## config.mk

```make
export PLATFORM = sky130hd
export DESIGN_NAME = ab_stream_tx
export DESIGN_NICKNAME = d
export VERILOG_FILES = /design/src/rtl/ab_stream_pkg.sv /design/src/rtl/stream_fifo2.sv /design/src/rtl/ab_stream_tx.sv
export SDC_FILE = /design/constraint.sdc
export NUM_CORES = 1
export LEC_CHECK = 0
export CORE_UTILIZATION = 40
export DETAILED_ROUTE_END_ITERATION = 6
export HOLD_SLACK_MARGIN = 0.05
export PLACE_DENSITY = 0.72
export SYNTH_ARGS = -nofsm -noshare
export SYNTH_HDL_FRONTEND = slang
export SYNTH_SLANG_ARGS = --single-unit
```

## constraint.sdc

```tcl
create_clock -name clk -period 21 [get_ports clk]
set_input_delay 3.15 -clock clk [delete_from_list [all_inputs] [get_ports clk]]
set_output_delay 3.15 -clock clk [all_outputs]
set_load 0.03 [all_outputs]
```

## src/rtl/ab_stream_pkg.sv

```systemverilog
// Shared types for the a/b operand stream transmitter: controller states,
// channel identifiers and the FIFO room check used by the read arbiter.
package ab_stream_pkg;

    typedef enum logic [1:0] {
        IDLE,
        RUN,
        DONE
    } state_t;

    typedef enum logic {
        CH_A,
        CH_B
    } chan_t;

    localparam int FIFO_DEPTH = 2;

    // True when a new read can be issued without overflowing a 2-entry FIFO.
    // The word leaving the FIFO this cycle frees its slot, which is what lets
    // a single channel sustain one word per cycle.
    function automatic logic fifo_has_room(
        input logic [1:0] level,
        input logic       full,
        input logic       pop,
        input logic       inflight
    );
        logic [1:0] after_pop;
        if (full) begin
            return pop && !inflight;
        end
        after_pop = level - {1'b0, pop};
        return (after_pop + {1'b0, inflight}) < 2'(FIFO_DEPTH);
    endfunction

endpackage

```

## src/rtl/stream_fifo2.sv

```systemverilog
// Two-entry FIFO with registered storage; simultaneous push and pop on a
// full FIFO is accepted and leaves the level unchanged.
module stream_fifo2 #(
    parameter int WIDTH = 16
) (
    input  logic             clk,
    input  logic             arst_in,
    input  logic             push,
    input  logic [WIDTH-1:0] push_data,
    input  logic             pop,
    output logic [WIDTH-1:0] head,
    output logic             full,
    output logic             empty,
    output logic [1:0]       level
);

    logic [WIDTH-1:0] mem [2];
    logic             rd_ptr;
    logic             wr_ptr;
    logic             do_push;
    logic             do_pop;

    assign do_pop  = pop && !empty;
    assign do_push = push && (!full || do_pop);

    always_ff @(posedge clk or posedge arst_in) begin
        if (arst_in) begin
            mem[0] <= '0;
            mem[1] <= '0;
            rd_ptr <= 1'b0;
            wr_ptr <= 1'b0;
            level  <= 2'd0;
        end else begin
            if (do_push) begin
                mem[wr_ptr] <= push_data;
                wr_ptr      <= ~wr_ptr;
            end
            if (do_pop) begin
                rd_ptr <= ~rd_ptr;
            end
            case ({do_push, do_pop})
                2'b10:   level <= level + 2'd1;
                2'b01:   level <= level - 2'd1;
                default: level <= level;
            endcase
        end
    end

    assign head  = mem[rd_ptr];
    assign full  = (level == 2'd2);
    assign empty = (level == 2'd0);

endmodule

```

## src/rtl/ab_stream_tx.sv

```systemverilog
// Streams A (activation) and B (kernel) words fetched from a staging memory
// onto two valid/ready channels, sharing one 1-cycle-latency read port.
module ab_stream_tx
    import ab_stream_pkg::*;
#(
    parameter int IO_DATA_WIDTH = 16,
    parameter int ADDR_WIDTH    = 16,
    parameter int LEN_WIDTH     = 16,
    parameter int CNT_WIDTH     = 32
) (
    input  logic                     clk,
    input  logic                     arst_in,
    input  logic                     start,
    input  logic [ADDR_WIDTH-1:0]    a_base,
    input  logic [LEN_WIDTH-1:0]     a_len,
    input  logic [ADDR_WIDTH-1:0]    b_base,
    input  logic [LEN_WIDTH-1:0]     b_len,
    output logic                     busy,
    output logic                     done,
    output logic [ADDR_WIDTH-1:0]    src_read_addr,
    output logic                     src_read_en,
    input  logic [IO_DATA_WIDTH-1:0] src_qout,
    output logic [IO_DATA_WIDTH-1:0] a_output,
    output logic                     a_valid,
    input  logic                     a_ready,
    output logic [IO_DATA_WIDTH-1:0] b_output,
    output logic                     b_valid,
    input  logic                     b_ready,
    output logic [CNT_WIDTH-1:0]     a_count,
    output logic [CNT_WIDTH-1:0]     b_count
);

    state_t                state;
    state_t                state_next;

    logic [ADDR_WIDTH-1:0] a_base_r;
    logic [ADDR_WIDTH-1:0] b_base_r;
    logic [LEN_WIDTH-1:0]  a_len_r;
    logic [LEN_WIDTH-1:0]  b_len_r;
    logic [LEN_WIDTH-1:0]  a_issued;
    logic [LEN_WIDTH-1:0]  b_issued;

    logic                  rd_valid;
    chan_t                 rd_tag;
    chan_t                 last_grant;

    logic                  a_push;
    logic                  b_push;
    logic                  a_pop;
    logic                  b_pop;
    logic                  a_full;
    logic                  b_full;
    logic                  a_empty;
    logic                  b_empty;
    logic [1:0]            a_level;
    logic [1:0]            b_level;
    logic                  a_inflight;
    logic                  b_inflight;
    logic                  a_eligible;
    logic                  b_eligible;
    logic                  a_complete;
    logic                  b_complete;
    logic                  grant_a;
    logic                  grant_b;
    logic                  start_accept;

    stream_fifo2 #(
        .WIDTH(IO_DATA_WIDTH)
    ) u_fifo_a (
        .clk      (clk),
        .arst_in  (arst_in),
        .push     (a_push),
        .push_data(src_qout),
        .pop      (a_pop),
        .head     (a_output),
        .full     (a_full),
        .empty    (a_empty),
        .level    (a_level)
    );

    stream_fifo2 #(
        .WIDTH(IO_DATA_WIDTH)
    ) u_fifo_b (
        .clk      (clk),
        .arst_in  (arst_in),
        .push     (b_push),
        .push_data(src_qout),
        .pop      (b_pop),
        .head     (b_output),
        .full     (b_full),
        .empty    (b_empty),
        .level    (b_level)
    );

    assign a_valid = !a_empty;
    assign b_valid = !b_empty;
    assign a_pop   = a_valid && a_ready;
    assign b_pop   = b_valid && b_ready;

    // The tag registered alongside each read steers the returning word.
    assign a_inflight = rd_valid && (rd_tag == CH_A);
    assign b_inflight = rd_valid && (rd_tag == CH_B);
    assign a_push     = a_inflight;
    assign b_push     = b_inflight;

    assign a_eligible = (state == RUN) && (a_issued < a_len_r)
                        && fifo_has_room(a_level, a_full, a_pop, a_inflight);
    assign b_eligible = (state == RUN) && (b_issued < b_len_r)
                        && fifo_has_room(b_level, b_full, b_pop, b_inflight);

    assign a_complete = (a_issued == a_len_r) && a_empty && !a_inflight;
    assign b_complete = (b_issued == b_len_r) && b_empty && !b_inflight;

    assign start_accept = (state == IDLE) && start;

    // Single read port: on contention the channel not granted last time wins.
    always_comb begin
        grant_a       = 1'b0;
        grant_b       = 1'b0;
        src_read_en   = 1'b0;
        src_read_addr = '0;
        if (a_eligible && (!b_eligible || last_grant == CH_B)) begin
            grant_a = 1'b1;
        end else if (b_eligible) begin
            grant_b = 1'b1;
        end
        if (grant_a) begin
            src_read_en   = 1'b1;
            src_read_addr = a_base_r + ADDR_WIDTH'(a_issued);
        end else if (grant_b) begin
            src_read_en   = 1'b1;
            src_read_addr = b_base_r + ADDR_WIDTH'(b_issued);
        end
    end

    always_ff @(posedge clk or posedge arst_in) begin
        if (arst_in) begin
            state <= IDLE;
        end else begin
            state <= state_next;
        end
    end

    // With both lengths zero there is nothing to move, so skip RUN entirely.
    always_comb begin
        state_next = state;
        busy       = 1'b0;
        done       = 1'b0;
        case (state)
            IDLE: begin
                if (start) begin
                    state_next = ((a_len == '0) && (b_len == '0)) ? DONE : RUN;
                end
            end
            RUN: begin
                busy = 1'b1;
                if (a_complete && b_complete) begin
                    state_next = DONE;
                end
            end
            DONE: begin
                done       = 1'b1;
                state_next = IDLE;
            end
            default: begin
                state_next = IDLE;
            end
        endcase
    end

    always_ff @(posedge clk or posedge arst_in) begin
        if (arst_in) begin
            a_base_r   <= '0;
            b_base_r   <= '0;
            a_len_r    <= '0;
            b_len_r    <= '0;
            a_issued   <= '0;
            b_issued   <= '0;
            a_count    <= '0;
            b_count    <= '0;
            rd_valid   <= 1'b0;
            rd_tag     <= CH_A;
            last_grant <= CH_B;
        end else begin
            if (start_accept) begin
                a_base_r <= a_base;
                b_base_r <= b_base;
                a_len_r  <= a_len;
                b_len_r  <= b_len;
                a_issued <= '0;
                b_issued <= '0;
                a_count  <= '0;
                b_count  <= '0;
            end else begin
                if (grant_a) begin
                    a_issued <= a_issued + LEN_WIDTH'(1);
                end
                if (grant_b) begin
                    b_issued <= b_issued + LEN_WIDTH'(1);
                end
                if (a_pop) begin
                    a_count <= a_count + CNT_WIDTH'(1);
                end
                if (b_pop) begin
                    b_count <= b_count + CNT_WIDTH'(1);
                end
            end
            rd_valid <= src_read_en;
            rd_tag   <= grant_b ? CH_B : CH_A;
            if (src_read_en) begin
                last_grant <= grant_b ? CH_B : CH_A;
            end
        end
    end

endmodule

```

Yosys cells after proc, flatten, opt, wreduce, memory -nomap -nowiden --
Cells that the tools add are included.
Operators by class: add/sub/neg operators 14, multiply operators 0, div/mod/pow operators 0, $lt $le $gt $ge 10, equality and inequality tests 12, shift-type cells 0, multiplexer cells 41, bitwise operators 9, reductions and logical operators 46
Operator list (count):
- two-way mux 16 bit | 14
- two-way mux 32 bit | 4
- adder 32 x 1 -> 32 bit, second input constant | 2
- bitwise mux 32 bit | 2
- adder 16 x 1 -> 16 bit, second input constant | 2
- adder 16 bit | 2
- demux 16 bit (select 1 bit) | 2
- equality test 16 bit | 2
- zero test 16 bit | 2
- < comparator 16 bit | 2
- logical AND 1 bit | 24
- two-way mux 1 bit | 13
- one-hot mux 2 bit (2 select lines) | 3
- nonzero test 2 bit | 6
- equality test 2 bit, second input constant | 5
- greater-or-equal comparator 2 bit, second input constant | 4
- inverter 1 -> 2 bit | 4
- zero test 1 bit | 7
- equality test 2 x 1 -> 1 bit, second input constant | 3
- zero test 2 bit | 3
- two-way mux 2 bit | 3
- inverter 1 bit | 5
- adder 2 x 1 -> 2 bit | 2
- adder 2 x 1 -> 2 bit, second input constant | 2
- other kinds (8) | 14
Word-level totals: register bits 237, bits in latches 0, bits in writable memories 0, memory bits (read-only) 0, input bits 85, output and inout port bits 117, memories 0

Depth between registers and ports, before layout --
depth in word-level cells 14, depth in mapped cells 13, mapped depth without buffers 11

By module --
A second synthesis with hierarchy kept.
Second synthesis, totals: cell total of the unflattened synthesis 1327, area, all modules 13299.0 um^2
By module, submodules not included:
- ab_stream_tx | times used 1, cells an instance 1104, area each 9875.7 um^2
- stream_fifo2 at u_fifo_a | times used 1, cells an instance 112, area each 1717.9 um^2
- stream_fifo2 at u_fifo_b | times used 1, cells an instance 111, area each 1705.4 um^2

Worst setup path after synthesis --
OpenSTA, ideal clock, no wires.
path type input -> output, start point in a_ready, end point out src_read_addr[0], arrival 6.218 ns, data required time 17.850 ns, slack 11.632 ns, stages on the path 11, path through o21ai_1 inv_1 ha_1 or4b_1 a21oi_1 o2111ai_2 a211oi_4 o21ai_1 clkbuf_1 clkbuf_1 o21ai_0
On the way: word-level cells in the longest chain between the ends 10, elaborated cells on any way between the ends 13
RTL lines:
- from (decl) | line ab_stream_tx.sv:25 | input logic a_ready,
- logical AND 1 bit * | line ab_stream_tx.sv:97 | assign a_pop = a_valid && a_ready;
- subtractor 2 x 1 -> 2 bit | line ab_stream_pkg.sv:31 | after_pop = level - {1'b0, pop};
- adder 2 x 1 -> 2 bit | line ab_stream_pkg.sv:32 | return (after_pop + {1'b0, inflight}) < 2'(FIFO_DEPTH);
- < comparator 2 bit | line ab_stream_pkg.sv:32
- two-way mux 1 bit * | line ab_stream_pkg.sv:31
- logical AND 1 bit * | line ab_stream_tx.sv:107 | && fifo_has_room(a_level, a_full, a_pop, a_inflight);
- logical AND 1 bit * | line ab_stream_tx.sv:122 | if (a_eligible && (!b_eligible || last_grant == CH_B)) begin
- two-way mux 1 bit | line ab_stream_tx.sv:122
- two-way mux 16 bit | line ab_stream_tx.sv:130 | end else if (grant_b) begin
- two-way mux 16 bit * | line ab_stream_tx.sv:127 | if (grant_a) begin
- to (decl) | line ab_stream_tx.sv:20 | output logic [ADDR_WIDTH-1:0] src_read_addr,
Mark *: on every way between the ends. The rest lies on a longest branch, timed or not. The select of a mux whose other input is x is not followed.

Final worst setup path --
start point in a_ready, end point out src_read_addr[15]
On the way: word-level cells in the longest chain between the ends 10, elaborated cells on any way between the ends 13
RTL lines:
- logical AND 1 bit * | line ab_stream_tx.sv:97
- subtractor 2 x 1 -> 2 bit | line ab_stream_pkg.sv:31
- adder 2 x 1 -> 2 bit | line ab_stream_pkg.sv:32
- < comparator 2 bit | line ab_stream_pkg.sv:32
- two-way mux 1 bit * | line ab_stream_pkg.sv:31
- logical AND 1 bit * | line ab_stream_tx.sv:107
- logical AND 1 bit * | line ab_stream_tx.sv:122
- two-way mux 1 bit * | line ab_stream_tx.sv:122
- via grant_b | line ab_stream_tx.sv:64 | logic grant_b;
- two-way mux 16 bit * | line ab_stream_tx.sv:130
- two-way mux 16 bit * | line ab_stream_tx.sv:127
The timed path passes the listed nets; every way through them passes the cells marked *. The select of a mux whose other input is x is not followed.

==> flow_summary.ini <==
[worst_setup_path]
critPathBufInv = 4
critPathMaxFanout = 22
path_delay_family = buffers and inverters
endpoint_kind = output port
worstSetupPathDepth = 13
crit_path_start_kind = input port
critPathKind = in2out
cp_slowest_cell = or3_1
cpMostUsedCell = clkdlybuf4s50_1
crit_chain = clkdlybuf4s50_1 > o21ai_1 > inv_1 > ha_1 > or4b_1 > a21oi_1 > o2111ai_2 > a2111oi_4 > or3_1 > inv_2 > o211ai_1 > nand3_1 > clkdlybuf4s50_1
max_stage_delay_ns = 0.68
crit_required_ns = 17.85
critical_path_arrival_ns = 7.58
ff2ff_path_depth = 11

[sta]
skew_ns = 0.0126
hold_viol_final = 0
slew_headroom_pct = 26.4
finalWorstSetupSlack_ns = 10.27
tns_ns = 0
min_period_over_period_pct = 51.1
finalCriticalPeriod_ns = 10.73
slew_violations = 0
finalSetupViolCount = 0
tightest_slew_ns = 1.10
max_freq_mhz = 93.2
rsz0062_at_grt = false
whs_ns = 0.480

[power]
p_per_area_mw_per_mm2 = 128
p_leak_nw = 7.22
power_mw = 2.08
ir_drop_uv = 110

[routing]
drt_first_pass_iters = 6
drt-wirelength-per-cell_um = 17.1
ant_nets = 0
vias = 10200
finalWirelength_mm = 32.7
drt-initial-drc-count = 633
viasPerCell = 5.32
remaining_drc_errors = 0

[finish]
final_common_cell = dfrtp_1
num-fill-cells = 2843
drive_above_1_share_pct = 11.7
most-common-layout-cells = dfrtp_1, clkdlybuf4s50_1, nand2_1, nor2_1, mux2_2
fin_area_mm2 = 0.0162
post-route-util_pct = 51.3
finalNonFillerCells = 1910
area_growth_pct = 26.2
finalNetCount = 1643
n_antenna_cell = 0

[clocking]
post_cts_buffers = 0
postCtsHoldBufs = 0
cts-root-buf = clkbuf_16
clkTransAtPathRegs_ns = 0.06
htreeDepth = 1
clock_path_buffers = 3
cts_buffers = 28
cts_sinks = 237
insertion_delay_ns = 0.53
post_cts_resized = 0
cts_tree = yes

[yosys]
synth-edff-count = 0
synth_cells = 1290
ys.flop_type = dfrtp_1
syn_area_mm2 = 0.0128
synthArstFlopShare_pct = 100
syn-num-nets = 1447
synth_cell_type_count = 66
ys_ff_latch = 237
seq_area_frac_synth_pct = 46.2
yosys_warnings = 0
synth_area_per_cell_um2 = 9.95

[place]
gp_routability_congestion = 0.873
place_area_mm2 = 0.0152
hpwl_mm = 23.4
dp_cells = 1858
dp_slack_ns = 10.32
io_buffers = 201

[floorplan]
fp.dieH_um = 181
coreArea_mm2 = 0.0316
initial_utilization_pct = 40.7
die_x_um = 181
pin_count = 202
die_area_mm2 = 0.0328
rows = 65

[min_path]
hold_class = reg2reg
hold_depth = 2

[global_route]
grt_pass1_wl_mm = 54.3
antenna_found_initial = 2
grt_max_degree = 112
grt_usage_pct = 20.3
grt_pass1_vias = 10400
grt_overflow = 0

[job]
cap_violations = 0

[status]
status = complete, no violations
## logic make-up (layout without fill, tap and decap cells)
group                      count (synthesis)  after routing  synth area share (%)
adders and majority gates                 72             72                  7.14
DFF                                      237            237                  46.2
xor gates and xnor gates                 101            101                  6.89
buffers and inverters                    101            319                  3.04
muxes                                    104            104                  9.05
AOI/OAI and AO/OA                        192            192                  9.72
and+or+nand+nor                          483            483                  17.9
## final timing paths
kind	from	endpoint	slack, ns
max reg2reg	u_fifo_a.level[0]	b_issued[0]	16.93
min	a_base_r[2]	a_base_r[2]	0.48
min in group asynchronous	arst_in	b_count[9]	3.15
max	a_ready	src_read_addr[15]	10.27
min reg2reg	a_base_r[2]	a_base_r[2]	0.48
max in group asynchronous	arst_in	a_base_r[5]	15.57
## flip-flops by register name (all words and copies together) (netlist names)
register and flops:
b_len_r 16, b_base_r 16, u_fifo_b.mem 32, u_fifo_b.level 2
a_count 32, u_fifo_b.rd_ptr 1, u_fifo_a.level 2, u_fifo_a.mem 32
rd_valid 1, a_len_r 16, a_base_r 16, u_fifo_a.rd_ptr 1
a_issued 16, u_fifo_a.wr_ptr 1, last_grant 1, u_fifo_b.wr_ptr 1
rd_tag 1, state 2, b_issued 16, b_count 32
## synthesized netlist by cell type, drive strengths merged (9+ instances only)
library cell	n	area share, %
dfrtp	236	46
nand2	190	5.6
nor2	106	3.1
mux2	96	8.4
ha	70	6.8
o21ai	63	2.5
xor2	60	4.1
inv	58	1.7
nand3	46	1.8
a21oi	45	1.8
xnor2	41	2.8
clkbuf	33	0.97
nand4	21	1.0
nor4	18	0.99
and3	16	0.78
or3	15	0.73
nor3	13	0.51
o22ai	13	0.63
and4	12	0.84
buf	10	0.38
nor2b	10	0.49
o31ai	10	0.58
o211ai	9	0.57
## report_power, final
part	total [mW]	switching, mW	internal (mW)
Sequential	0.668	0.103	0.565
Clock	0.490	0.192	0.298
Combinational	0.922	0.501	0.422
Total	2.08	0.796	1.28
## worst reg2reg max path: cells and delay by family (launching register included)
family	cells	cell delay [ns]
xor gates and xnor gates	1	0.19
and+or+nand+nor	3	1.20
buffers and inverters	2	0.40
DFF	1	0.45
adders and majority gates	1	0.35
AOI/OAI and AO/OA	4	1.35
## layer usage
metal,up-vias,part of all wire (%),global-route usage [%]
met3,61,4.6,3.51
met1,4932,45,26.9
met5,-,0.092,0
met4,4,2.9,6.61
li1,4914,-,-
met2,248,47,33.4
## cell type report
class                      instances  area [um2]  share of cell area (%)
tap                              402         503                    3.11
sequential                       237        5930                    36.6
multi-input combinational        952        6520                    40.2
clock buffer                      41         831                    5.13
inverter                          58         225                    1.39
timing repair buffer             209        2070                    12.8
clock inverter                    11         116                   0.718
No activity file was read; power rests on OpenSTA's default activity.
